`src/rtl/fetch_stage_pkg.sv`:
```
// Shared pipeline definitions for the instruction-fetch stage: widths, reset PC,
// NOP encoding and the fetch state encoding.
package fetch_stage_pkg;

  localparam int          FETCH_ADDR_W   = 32;
  localparam int          FETCH_DATA_W   = 32;
  localparam logic [31:0] FETCH_RESET_PC = 32'h0000_0000;
  localparam logic [31:0] FETCH_NOP      = 32'h0000_0000;

  typedef enum logic [1:0] {
    ST_IDLE = 2'd0,
    ST_REQ  = 2'd1,
    ST_HOLD = 2'd2
  } fetch_state_e;

endpackage

```
`src/rtl/fetch_stage_if_id_reg.sv`:
```
// IF/ID pipeline register: hold (stall) beats flush, flush beats load, and
// anything else is a bubble that keeps the last pc_plus4.
import fetch_stage_pkg::*;

module if_id_reg #(
  parameter int ADDR_W = FETCH_ADDR_W,
  parameter int DATA_W = FETCH_DATA_W
) (
  input  logic              clk,
  input  logic              rst,
  input  logic              hold_i,
  input  logic              flush_i,
  input  logic              load_i,
  input  logic              valid_i,
  input  logic [ADDR_W-1:0] pc_plus4_i,
  input  logic [DATA_W-1:0] inst_i,
  output logic [ADDR_W-1:0] pc_plus4_o,
  output logic [DATA_W-1:0] inst_o,
  output logic              valid_o
);

  logic [ADDR_W-1:0] pc_plus4_q, pc_plus4_d;
  logic [DATA_W-1:0] inst_q, inst_d;
  logic              valid_q, valid_d;

  // next-state selection for the IF/ID contents
  always_comb begin
    pc_plus4_d = pc_plus4_q;
    inst_d     = inst_q;
    valid_d    = valid_q;
    if (hold_i) begin
      pc_plus4_d = pc_plus4_q;
    end else if (flush_i) begin
      pc_plus4_d = {ADDR_W{1'b0}};
      inst_d     = DATA_W'(FETCH_NOP);
      valid_d    = 1'b0;
    end else if (load_i) begin
      pc_plus4_d = pc_plus4_i;
      inst_d     = inst_i;
      valid_d    = valid_i;
    end else begin
      inst_d     = DATA_W'(FETCH_NOP);
      valid_d    = 1'b0;
    end
  end

  // IF/ID state register
  always_ff @(posedge clk or negedge rst) begin
    if (!rst) begin
      pc_plus4_q <= {ADDR_W{1'b0}};
      inst_q     <= DATA_W'(FETCH_NOP);
      valid_q    <= 1'b0;
    end else begin
      pc_plus4_q <= pc_plus4_d;
      inst_q     <= inst_d;
      valid_q    <= valid_d;
    end
  end

  assign pc_plus4_o = pc_plus4_q;
  assign inst_o     = inst_q;
  assign valid_o    = valid_q;

endmodule

```
`src/rtl/fetch_stage.sv`:
```
// MIPS instruction-fetch stage: PC, variable-latency imem handshake, IF/ID register.
// Optional FETCH_ALIGN_CHECK_EN adds misalign_ID and word-aligns redirect targets.
import fetch_stage_pkg::*;

module fetch_stage #(
  parameter int                ADDR_W   = FETCH_ADDR_W,
  parameter int                DATA_W   = FETCH_DATA_W,
  parameter logic [ADDR_W-1:0] RESET_PC = ADDR_W'(FETCH_RESET_PC)
) (
  input  logic              clk,
  input  logic              rst,
  input  logic              stall_IF,
  input  logic              is_branch,
  input  logic [ADDR_W-1:0] branch_address,
  input  logic              is_rst_IF_ID,
  output logic              imem_req,
  output logic [ADDR_W-1:0] imem_addr,
  input  logic              imem_ack,
  input  logic [DATA_W-1:0] imem_rdata,
  output logic [ADDR_W-1:0] pc_plus4_ID,
  output logic [DATA_W-1:0] inst_ID,
  output logic              valid_ID
`ifdef FETCH_ALIGN_CHECK_EN
  ,
  output logic              misalign_ID
`endif
);

  fetch_state_e      state_q, state_d;
  logic [ADDR_W-1:0] pc_q, pc_d, addr_q, addr_d, hold_pc4_q, hold_pc4_d;
  logic [DATA_W-1:0] hold_inst_q, hold_inst_d;
  logic              kill_q, kill_d, misal_q, misal_d, hold_misal_q, hold_misal_d;
  logic [ADDR_W-1:0] pc_plus4_s, target_s, ld_pc4_s;
  logic [DATA_W-1:0] ld_inst_s, ld_word_s;
  logic              ld_s, ld_valid_s, flush_s, misal_tgt_s;

  assign pc_plus4_s = pc_q + ADDR_W'(32'd4);

`ifdef FETCH_ALIGN_CHECK_EN
  assign target_s    = {branch_address[ADDR_W-1:2], 2'b00};
  assign misal_tgt_s = |branch_address[1:0];
`else
  assign target_s    = branch_address;
  assign misal_tgt_s = 1'b0;
`endif

  // fetch FSM, PC/kill/hold-buffer next state and IF/ID load selection
  always_comb begin
    state_d      = state_q;
    pc_d         = pc_q;
    kill_d       = kill_q;
    misal_d      = misal_q;
    hold_pc4_d   = hold_pc4_q;
    hold_inst_d  = hold_inst_q;
    hold_misal_d = hold_misal_q;
    ld_s         = 1'b0;
    flush_s      = 1'b0;
    ld_pc4_s     = pc_plus4_s;
    ld_inst_s    = imem_rdata;
    ld_valid_s   = !misal_q;
    case (state_q)
      ST_IDLE: state_d = ST_REQ;
      ST_REQ: begin
        if (stall_IF) begin
          // a killed response is wrong-path data even while stalled
          if (imem_ack && kill_q) begin
            kill_d = 1'b0;
          end else if (imem_ack) begin
            hold_pc4_d   = pc_plus4_s;
            hold_inst_d  = imem_rdata;
            hold_misal_d = misal_q;
            state_d      = ST_HOLD;
          end else begin
            kill_d = kill_q;
          end
        end else begin
          flush_s = is_rst_IF_ID;
          if (is_branch) begin
            pc_d    = target_s;
            misal_d = misal_tgt_s;
            kill_d  = !imem_ack;
          end else if (imem_ack && kill_q) begin
            kill_d = 1'b0;
          end else if (imem_ack) begin
            ld_s    = 1'b1;
            pc_d    = pc_plus4_s;
            misal_d = 1'b0;
          end else begin
            ld_s = 1'b0;
          end
        end
      end
      ST_HOLD: begin
        if (stall_IF) begin
          state_d = ST_HOLD;
        end else begin
          state_d = ST_REQ;
          flush_s = is_rst_IF_ID;
          if (is_branch) begin
            pc_d    = target_s;
            misal_d = misal_tgt_s;
          end else begin
            ld_s       = 1'b1;
            ld_pc4_s   = hold_pc4_q;
            ld_inst_s  = hold_inst_q;
            ld_valid_s = !hold_misal_q;
            pc_d       = pc_plus4_s;
            misal_d    = 1'b0;
          end
        end
      end
      default: state_d = ST_IDLE;
    endcase
    // the request address only moves once the outstanding request completes
    if (state_q == ST_REQ && !imem_ack) begin
      addr_d = addr_q;
    end else begin
      addr_d = pc_d;
    end
  end

  assign ld_word_s = ld_valid_s ? ld_inst_s : DATA_W'(FETCH_NOP);

  // fetch state, PC, request address, kill flag and hold buffer
  always_ff @(posedge clk or negedge rst) begin
    if (!rst) begin
      state_q      <= ST_IDLE;
      pc_q         <= RESET_PC;
      addr_q       <= RESET_PC;
      kill_q       <= 1'b0;
      misal_q      <= 1'b0;
      hold_pc4_q   <= {ADDR_W{1'b0}};
      hold_inst_q  <= {DATA_W{1'b0}};
      hold_misal_q <= 1'b0;
    end else begin
      state_q      <= state_d;
      pc_q         <= pc_d;
      addr_q       <= addr_d;
      kill_q       <= kill_d;
      misal_q      <= misal_d;
      hold_pc4_q   <= hold_pc4_d;
      hold_inst_q  <= hold_inst_d;
      hold_misal_q <= hold_misal_d;
    end
  end

  assign imem_req  = (state_q == ST_REQ);
  assign imem_addr = addr_q;

  if_id_reg #(
    .ADDR_W (ADDR_W),
    .DATA_W (DATA_W)
  ) u_if_id (
    .clk        (clk),
    .rst        (rst),
    .hold_i     (stall_IF),
    .flush_i    (flush_s),
    .load_i     (ld_s),
    .valid_i    (ld_valid_s),
    .pc_plus4_i (ld_pc4_s),
    .inst_i     (ld_word_s),
    .pc_plus4_o (pc_plus4_ID),
    .inst_o     (inst_ID),
    .valid_o    (valid_ID)
  );

`ifdef FETCH_ALIGN_CHECK_EN
  logic misalign_q, misalign_d;

  // misalign flag travels with the IF/ID contents
  always_comb begin
    misalign_d = 1'b0;
    if (stall_IF) begin
      misalign_d = misalign_q;
    end else if (flush_s) begin
      misalign_d = 1'b0;
    end else if (ld_s) begin
      misalign_d = !ld_valid_s;
    end else begin
      misalign_d = 1'b0;
    end
  end

  // misalign flag register
  always_ff @(posedge clk or negedge rst) begin
    if (!rst) begin
      misalign_q <= 1'b0;
    end else begin
      misalign_q <= misalign_d;
    end
  end

  assign misalign_ID = misalign_q;
`endif

endmodule

```
`config.mk`:
```
export PLATFORM = sky130hd
export DESIGN_NAME = fetch_stage
export DESIGN_NICKNAME = d
export VERILOG_FILES = /design/src/rtl/fetch_stage_pkg.sv /design/src/rtl/fetch_stage_if_id_reg.sv /design/src/rtl/fetch_stage.sv
export SDC_FILE = /design/constraint.sdc
export NUM_CORES = 1
export LEC_CHECK = 0
export ABC_AREA = 1
export CORE_MARGIN = 2
export CORE_UTILIZATION = 54
export CTS_CLUSTER_SIZE = 12
export DETAILED_ROUTE_END_ITERATION = 7
export PLACE_DENSITY = 0.77
export SYNTH_ARGS = -nofsm -noshare
export SYNTH_HDL_FRONTEND = slang
export SYNTH_SLANG_ARGS = --single-unit
```
`constraint.sdc`:
```
create_clock -name clk -period 2.32 [get_ports clk]
set_input_delay 0.348 -clock clk [delete_from_list [all_inputs] [get_ports clk]]
set_output_delay 0.348 -clock clk [all_outputs]
set_load 0.02 [all_outputs]
```
# Yosys cells after proc, flatten, opt, wreduce, memory -nomap -nowiden
# Index checks and enable logic that the tools add are counted.
dict set report totals {
  regBits 198
  word_cells 80
  out_inout_bits 98
  input_bits 70
}
dict set report op_classes {
  bitwise_logic 2
  add_sub_neg 1
  mux 44
  reduce_logical 13
  n_eq_ne 9
}
# cell count
set ops {}
lappend ops {{32-bit two-way mux} 15}
lappend ops {{32-bit case mux with 2 select lines} 1}
lappend ops {{32-bit by 3-bit adder with 32-bit output (second input constant)} 1}
lappend ops {{1-bit two-way mux} 21}
lappend ops {{2-bit two-way mux} 4}
lappend ops {{2-bit inequality test (second input constant)} 4}
lappend ops {{2-bit case mux with 3 select lines} 1}
lappend ops {{5-bit AND reduction} 1}
lappend ops {{1-bit case mux with 2 select lines} 2}
lappend ops {{4-bit AND reduction} 1}
lappend ops {{2-bit nonzero test} 2}
lappend ops {{1-bit logical NOT} 3}
lappend ops {{3-bit by 2-bit inequality test with 1-bit output (second input constant)} 1}
lappend ops {{3-bit inequality test (second input constant)} 1}
lappend ops {{3-bit AND reduction} 1}
lappend ops {{2-bit by 1-bit == test with 1-bit output (second input constant)} 1}
lappend ops {{2-bit == test (second input constant)} 1}
lappend ops {{1-bit logical AND} 2}
lappend ops {{2-bit logical NOT} 1}
lappend ops {{2-bit by 1-bit inequality test with 1-bit output (second input constant)} 1}
lappend ops {{1-bit inverter} 2}
lappend ops {{2-bit AND reduction} 1}
lappend ops {{2-bit OR reduction} 1}

# Depth between registers and ports, before layout
dict set report logic_depth {
  depth_word 7
  mapped_depth 14
  depth_no_buf 14
}

# Cells and area by module
# From an unflattened synthesis, not the netlist that was laid out.
dict set report unflattened {
  cells_unflattened 1360
  hier_area_um2 10198.5
}
# mod seq_area_each_um2 n_inst area_per_inst_um2 cells_per_inst
set by_module_without_submodules {}
lappend by_module_without_submodules {fetch_stage 3278.1 1 7607.3 1075}
lappend by_module_without_submodules {if_id_reg 1626.6 1 2591.2 285}

# Worst setup path after synthesis
# No wires, ideal clock.
dict set report synth_path {
  path_type {flip-flop to flip-flop}
  start {register state_q[1]}
  end {register u_if_id.pc_plus4_q[25] (netlist: u_if_id.pc_plus4_o[25])}
  path_buffers 3
  synth_period_minus_slack_ns 2.019
  setup_time_ns 0.076
  setup_slack_ns 0.301
  arrival_ns 1.942
  stages_incl_launch_ff 14
  required_ns 2.244
  cell_sequence {dfrtp_1 inv_1 ha_1 buf_4 inv_2 nor2_2 nor2_2 inv_2 nand3_2 nor2_1 buf_4 buf_6 o21ai_0 o21ai_1}
}
dict set report synth_between {
  elab_chain_len 5
  word_cells_on_any_way 10
  classes_between {2 x eq/ne; 5 x mux; 3 x reduce/logical}
}
# item line
set synth_rtl {}
lappend synth_rtl {{start, declared} fetch_stage.sv:29} ;# fetch_state_e state_q, state_d;
lappend synth_rtl {{start signal, assigned} fetch_stage.sv:136} ;# state_q <= state_d;
lappend synth_rtl {{2-bit by 1-bit == test with 1-bit output (*)} --}
lappend synth_rtl {{net imem_req} fetch_stage.sv:16} ;# output logic imem_req,
lappend synth_rtl {{2-bit OR reduction (no line)} --}
lappend synth_rtl {{1-bit two-way mux} --}
lappend synth_rtl {{2-bit nonzero test (no line)} --}
lappend synth_rtl {{2-bit AND reduction (no line)} --}
lappend synth_rtl {{end signal, assigned} fetch_stage_if_id_reg.sv:50} ;# pc_plus4_q <= {ADDR_W{1'b0}};
lappend synth_rtl {{end signal, assigned} fetch_stage_if_id_reg.sv:54} ;# pc_plus4_q <= pc_plus4_d;
lappend synth_rtl {{end, declared} fetch_stage_if_id_reg.sv:22} ;# logic [ADDR_W-1:0] pc_plus4_q, pc_plus4_d;
# Mark *: on every way through the listed nets, which the timed path passes. The rest lies on a longest branch. The select of a mux whose other input is x is not followed.
# A chain may end at the register's enable or synchronous reset.

# Worst setup path in the final report
dict set report layout_path {
  start {register state_q[0]}
  end {register addr_q[9] (netlist: imem_addr[9])}
}
dict set report layout_between {
  elab_chain_len 2
  word_cells_on_any_way 4
  classes_between {2 x eq/ne; 1 x mux; 1 x reduce/logical}
}
# item line
set layout_rtl {}
lappend layout_rtl {{2-bit == test / 2-bit by 1-bit == test with 1-bit output (equally long branches)} {fetch_stage.sv:61, fetch_stage.sv:115}}
lappend layout_rtl {{32-bit case mux with 2 select lines / 1-bit logical AND (equally long branches)} {fetch_stage.sv:61, fetch_stage.sv:115}}
lappend layout_rtl {{end signal, assigned} fetch_stage.sv:138} ;# addr_q <= addr_d;
lappend layout_rtl {{end, declared} fetch_stage.sv:30} ;# logic [ADDR_W-1:0] pc_q, pc_d, addr_q, addr_d, hold_pc4_q, hold_pc4_d;
# Parallel ways exist; a longest one is shown, timed or not.

==> flow_metrics.env <==
export IMPL_via_per_instance_ratio=5.501
export IMPL_h_tree_depth=4
export IMPL_synthFlopType="dfrtp_1"
export IMPL_maxClockFrequency_mhz=459.9
export IMPL_layout_area_seq_mm2=0.004905
export IMPL_start_kind="register"
export IMPL_die_y_um=139.1
export IMPL_drt_total_wl_um=30200
export IMPL_path_class="register to register"
export IMPL_layout_commonest_cell="nand2_1"
export IMPL_vias_in_the_first_global_route=8925
export IMPL_numPortBuffers=167
export IMPL_die_width_um=139.1
export IMPL_postSynthAreaPerCell_um2=7.839
export IMPL_synth_yosys_seq_area_share_pct=49.78
export IMPL_multiInputGateArea_mm2=0.004397
export IMPL_path_category_of_the_worst_min_delay_check="primary input to async pin"
export IMPL_start_util_pct=54.85
export IMPL_finalMaxSlewViolations=0
export IMPL_initial_antenna_violation_count=0
export IMPL_area_growth_pct=29.75
export IMPL_post_route_min_period_ns=2.174
export IMPL_core_region_area_mm2=0.01796
export IMPL_timing_critical_path_mode_cell="nand2_1"
export IMPL_rsz0062_at_grt="true"
export IMPL_timing_critical_path_required_ns=2.63
export IMPL_synth_mux_area_fraction_pct=3.149
export IMPL_worst_r2r_setup_slack_ns=0.15
export IMPL_leakagePower_nw=6.109
export IMPL_cts_setup_buffers=0
export IMPL_dp_hpwl_um=21530
export IMPL_power_density_cell_area_mw_per_mm2=1280
export IMPL_clock_tree_buffer_depth=2
export IMPL_worst_path_max_fanout=27
export IMPL_worst_slew_margin_rel_pct=63.12
export IMPL_antenna_cells_inserted=0
export IMPL_cp_slowest_cell="dfrtp_1"
export IMPL_drt_first_iter_violations=842
export IMPL_setup_violations=0
export IMPL_timing_hold_violations_final=0
export IMPL_drt_pass1_iter_count=5
export IMPL_synth_area_mm2=0.009853
export IMPL_placedInstanceArea_mm2=0.01212
export IMPL_startpoint="state_q[0]"
export IMPL_gpl_final_weighted_congestion=1.020
export IMPL_grt_start_max_net_pins=94
export IMPL_finalCritPeriodShare_pct=93.72
export IMPL_synth_nets=1332
export IMPL_ir_drop_uv=846.0
export IMPL_synthDominantCellAreaShare_pct=49.78
export IMPL_synth_ff_latch_count=196
export IMPL_max_slew_worst_pin_slew_ns=0.5532
export IMPL_endpoint_of_the_worst_register_to_register_path="imem_addr[9]"
export IMPL_synth_warning_count=0
export IMPL_drive_above_1_share_pct=9.085
export IMPL_simple_gate_share_of_the_synthesized_area_pct=26.35
export IMPL_complex_gate_fraction_of_the_synthesized_area_pct=13.50
export IMPL_ff2ff_path_depth=12
export IMPL_cts_buffers_inserted=17
export IMPL_finalSetupTns_ns=0
export IMPL_cts_reportedPaths_clkPinSlew_ns=0.08
export IMPL_die_area_mm2=0.01934
export IMPL_critPathMaxStageDelay_ns=0.38
export IMPL_cts_tree="built"
export IMPL_run_status="finished, final reports clean"
export IMPL_layout_common_cells="nand2_1 (471), dfrtp_1 (196), clkdlybuf4s50_1 (165), o21ai_0 (132), inv_1 (86)"
export IMPL_post_synth_top_area_cell="dfrtp_1"
export IMPL_fillers=1489
export IMPL_clkLatencyLatePin_ns=0.44
export IMPL_final_area_mm2=0.01278
export IMPL_crit_reg2reg_launch="state_q[0]"
export IMPL_post_synth_xor_area_fraction_pct=0.4444
export IMPL_cp_num_buf_inv=3
export IMPL_postSynthCellCount=1257
export IMPL_residual_overflow_from_global_routing=0
export IMPL_groute_usage_overall_pct=31.63
export IMPL_arrival_ns=2.48
export IMPL_drt_drc_violations_left=0
export IMPL_synth_top_family_by_area="simple AND/OR/NAND/NOR gates"
export IMPL_crit_path_end_kind="register"
export IMPL_cts_root_buf="clkbuf_16"
export IMPL_cp_top_family="compound AO/OA/AOI/OAI gates"
export IMPL_vias=9253
export IMPL_drtAntennaViolNets=0
export IMPL_synth_async_reset_ratio_pct=100.0
export IMPL_critical_path_cell_chain="inv_1, ha_1, inv_1, nand2_1, nand2_1, buf_12, o21ai_0, o21bai_1, o21ai_0, nand2_1, o21ai_1, o21ai_1"
export IMPL_grt_first_pass_wirelength_um=48270
export IMPL_final_setup_skew_ns=0.01692
export IMPL_tritoncts_num_sinks=196
export IMPL_synth_enable_flop_cells=0
export IMPL_distinct_cells_synth=39
export IMPL_yosys_top_cells_area="dfrtp_1 (50%), nand2_1 (18%), o21ai_0 (6.9%)"
export IMPL_finalNetCount=1515
export IMPL_wire_per_inst_um=17.96
export IMPL_maxCapViolations=0
export IMPL_post_synth_fa_ha_maj_area_fraction_pct=0.6349
export IMPL_floorplan_rows=49
export IMPL_io_pins=168
==> metrics by stage <==
stage	hold slack [ns]	std cells	worst slack, ns	total power [mW]	utilization, %
6_report	0.4499	1682	0.1458	16.37	71.17
5_1_grt	0.4695	1682	0.001914	17.42	71.17
4_1_cts	0.4525	1682	0.1129	16.29	70.94
3_5_place_dp	0.3784	1649	0.09608	13.13	67.47
3_3_place_gp	0.3660	1649	0.1815	12.93	67.47
2_1_floorplan	0.05241	1257	0.3015	9.972	-
==> cell usage after synthesis (all sizes together) (6+ instances only) <==
| master | instances |
|---|---|
| a21boi | 21 |
| or2 | 10 |
| nand2 | 477 |
| nand4 | 9 |
| buf | 21 |
| o21ai | 168 |
| mux2i | 31 |
| dfrtp | 196 |
| nand3 | 72 |
| clkbuf | 36 |
| a21oi | 23 |
| o21bai | 6 |
| o211ai | 8 |
| nor2 | 59 |
| o22ai | 6 |
| inv | 91 |
==> state kept, by name, indices dropped and copies added (netlist names) <==
signal,count
u_if_id.pc_plus4_o,32
hold_inst_q,32
hold_pc4_q,32
state_q,2
pc_q,32
kill_q,1
u_if_id.inst_o,32
imem_addr,32
u_if_id.valid_o,1
==> cells by family after synthesis <==
| logic type | count (synthesis) |
|---|---|
| DFF | 196 |
| adders and majority gates | 5 |
| and+or+nand+nor | 630 |
| buffers and inverters | 150 |
| AOI/OAI and AO/OA | 240 |
| muxes | 31 |
| xor gates and xnor gates | 5 |
==> power by group <==
part	total (mW)	internal (mW)	switching [mW]
clock	3.08	1.59	1.49
sequential	5.61	4.72	0.885
combinational	7.68	2.97	4.72
==> per-layer routing <==
layer  up-vias  wire length (µm)  part of all wire, %  GRT usage, %
met3        40              2352                  7.8         6.319
met2       354             13080                   43         45.16
met4         0               479                  1.6         8.347
li1       4433                 -                    -             -
met5         -                 0                    0             0
met1      4426             14290                   47         49.40
==> area by class of cell <==
type	instances	area share (%)
Sequential cell	196	38.36
Clock buffer	18	3.435
Tap cell	229	2.241
Inverter	93	2.730
Timing Repair Buffer	221	17.46
Clock inverter	14	1.380
Multi-Input combinational cell	911	34.39
==> worst register-to-register path, cell delays in order, from the launching register on <==
cell and delay, ns:
dfrtp_1 0.38, inv_1 0.11, ha_1 0.27, inv_1 0.16, nand2_1 0.11, nand2_1 0.12
buf_12 0.19, o21ai_0 0.11, o21bai_1 0.16, o21ai_0 0.09, nand2_1 0.07, o21ai_1 0.17
o21ai_1 0.11
==> worst max-delay path by stage <==
stage                                   endpoint  slack (ns)  cells after the start
after floorplan           u_if_id.pc_plus4_o[25]        0.30                     13
after global placement              imem_addr[5]        0.18                     10
after detailed placement  u_if_id.pc_plus4_o[18]         0.1                     11
after CTS                 u_if_id.pc_plus4_o[29]        0.11                     12
after global routing               imem_addr[20]       0.002                     13
final                               imem_addr[9]        0.15                     12
==> repair_timing <==
item / in CTS / in global routing
pin swaps: 0 / 1
endpoints found under the hold margin: 57 / 0
hold buffers: 1 / 0
cloned: 0 / 0
gates resized for setup: 1 / 11
endpoints found under the setup margin: 1 / 26
(Power assumes the default switching activity.)
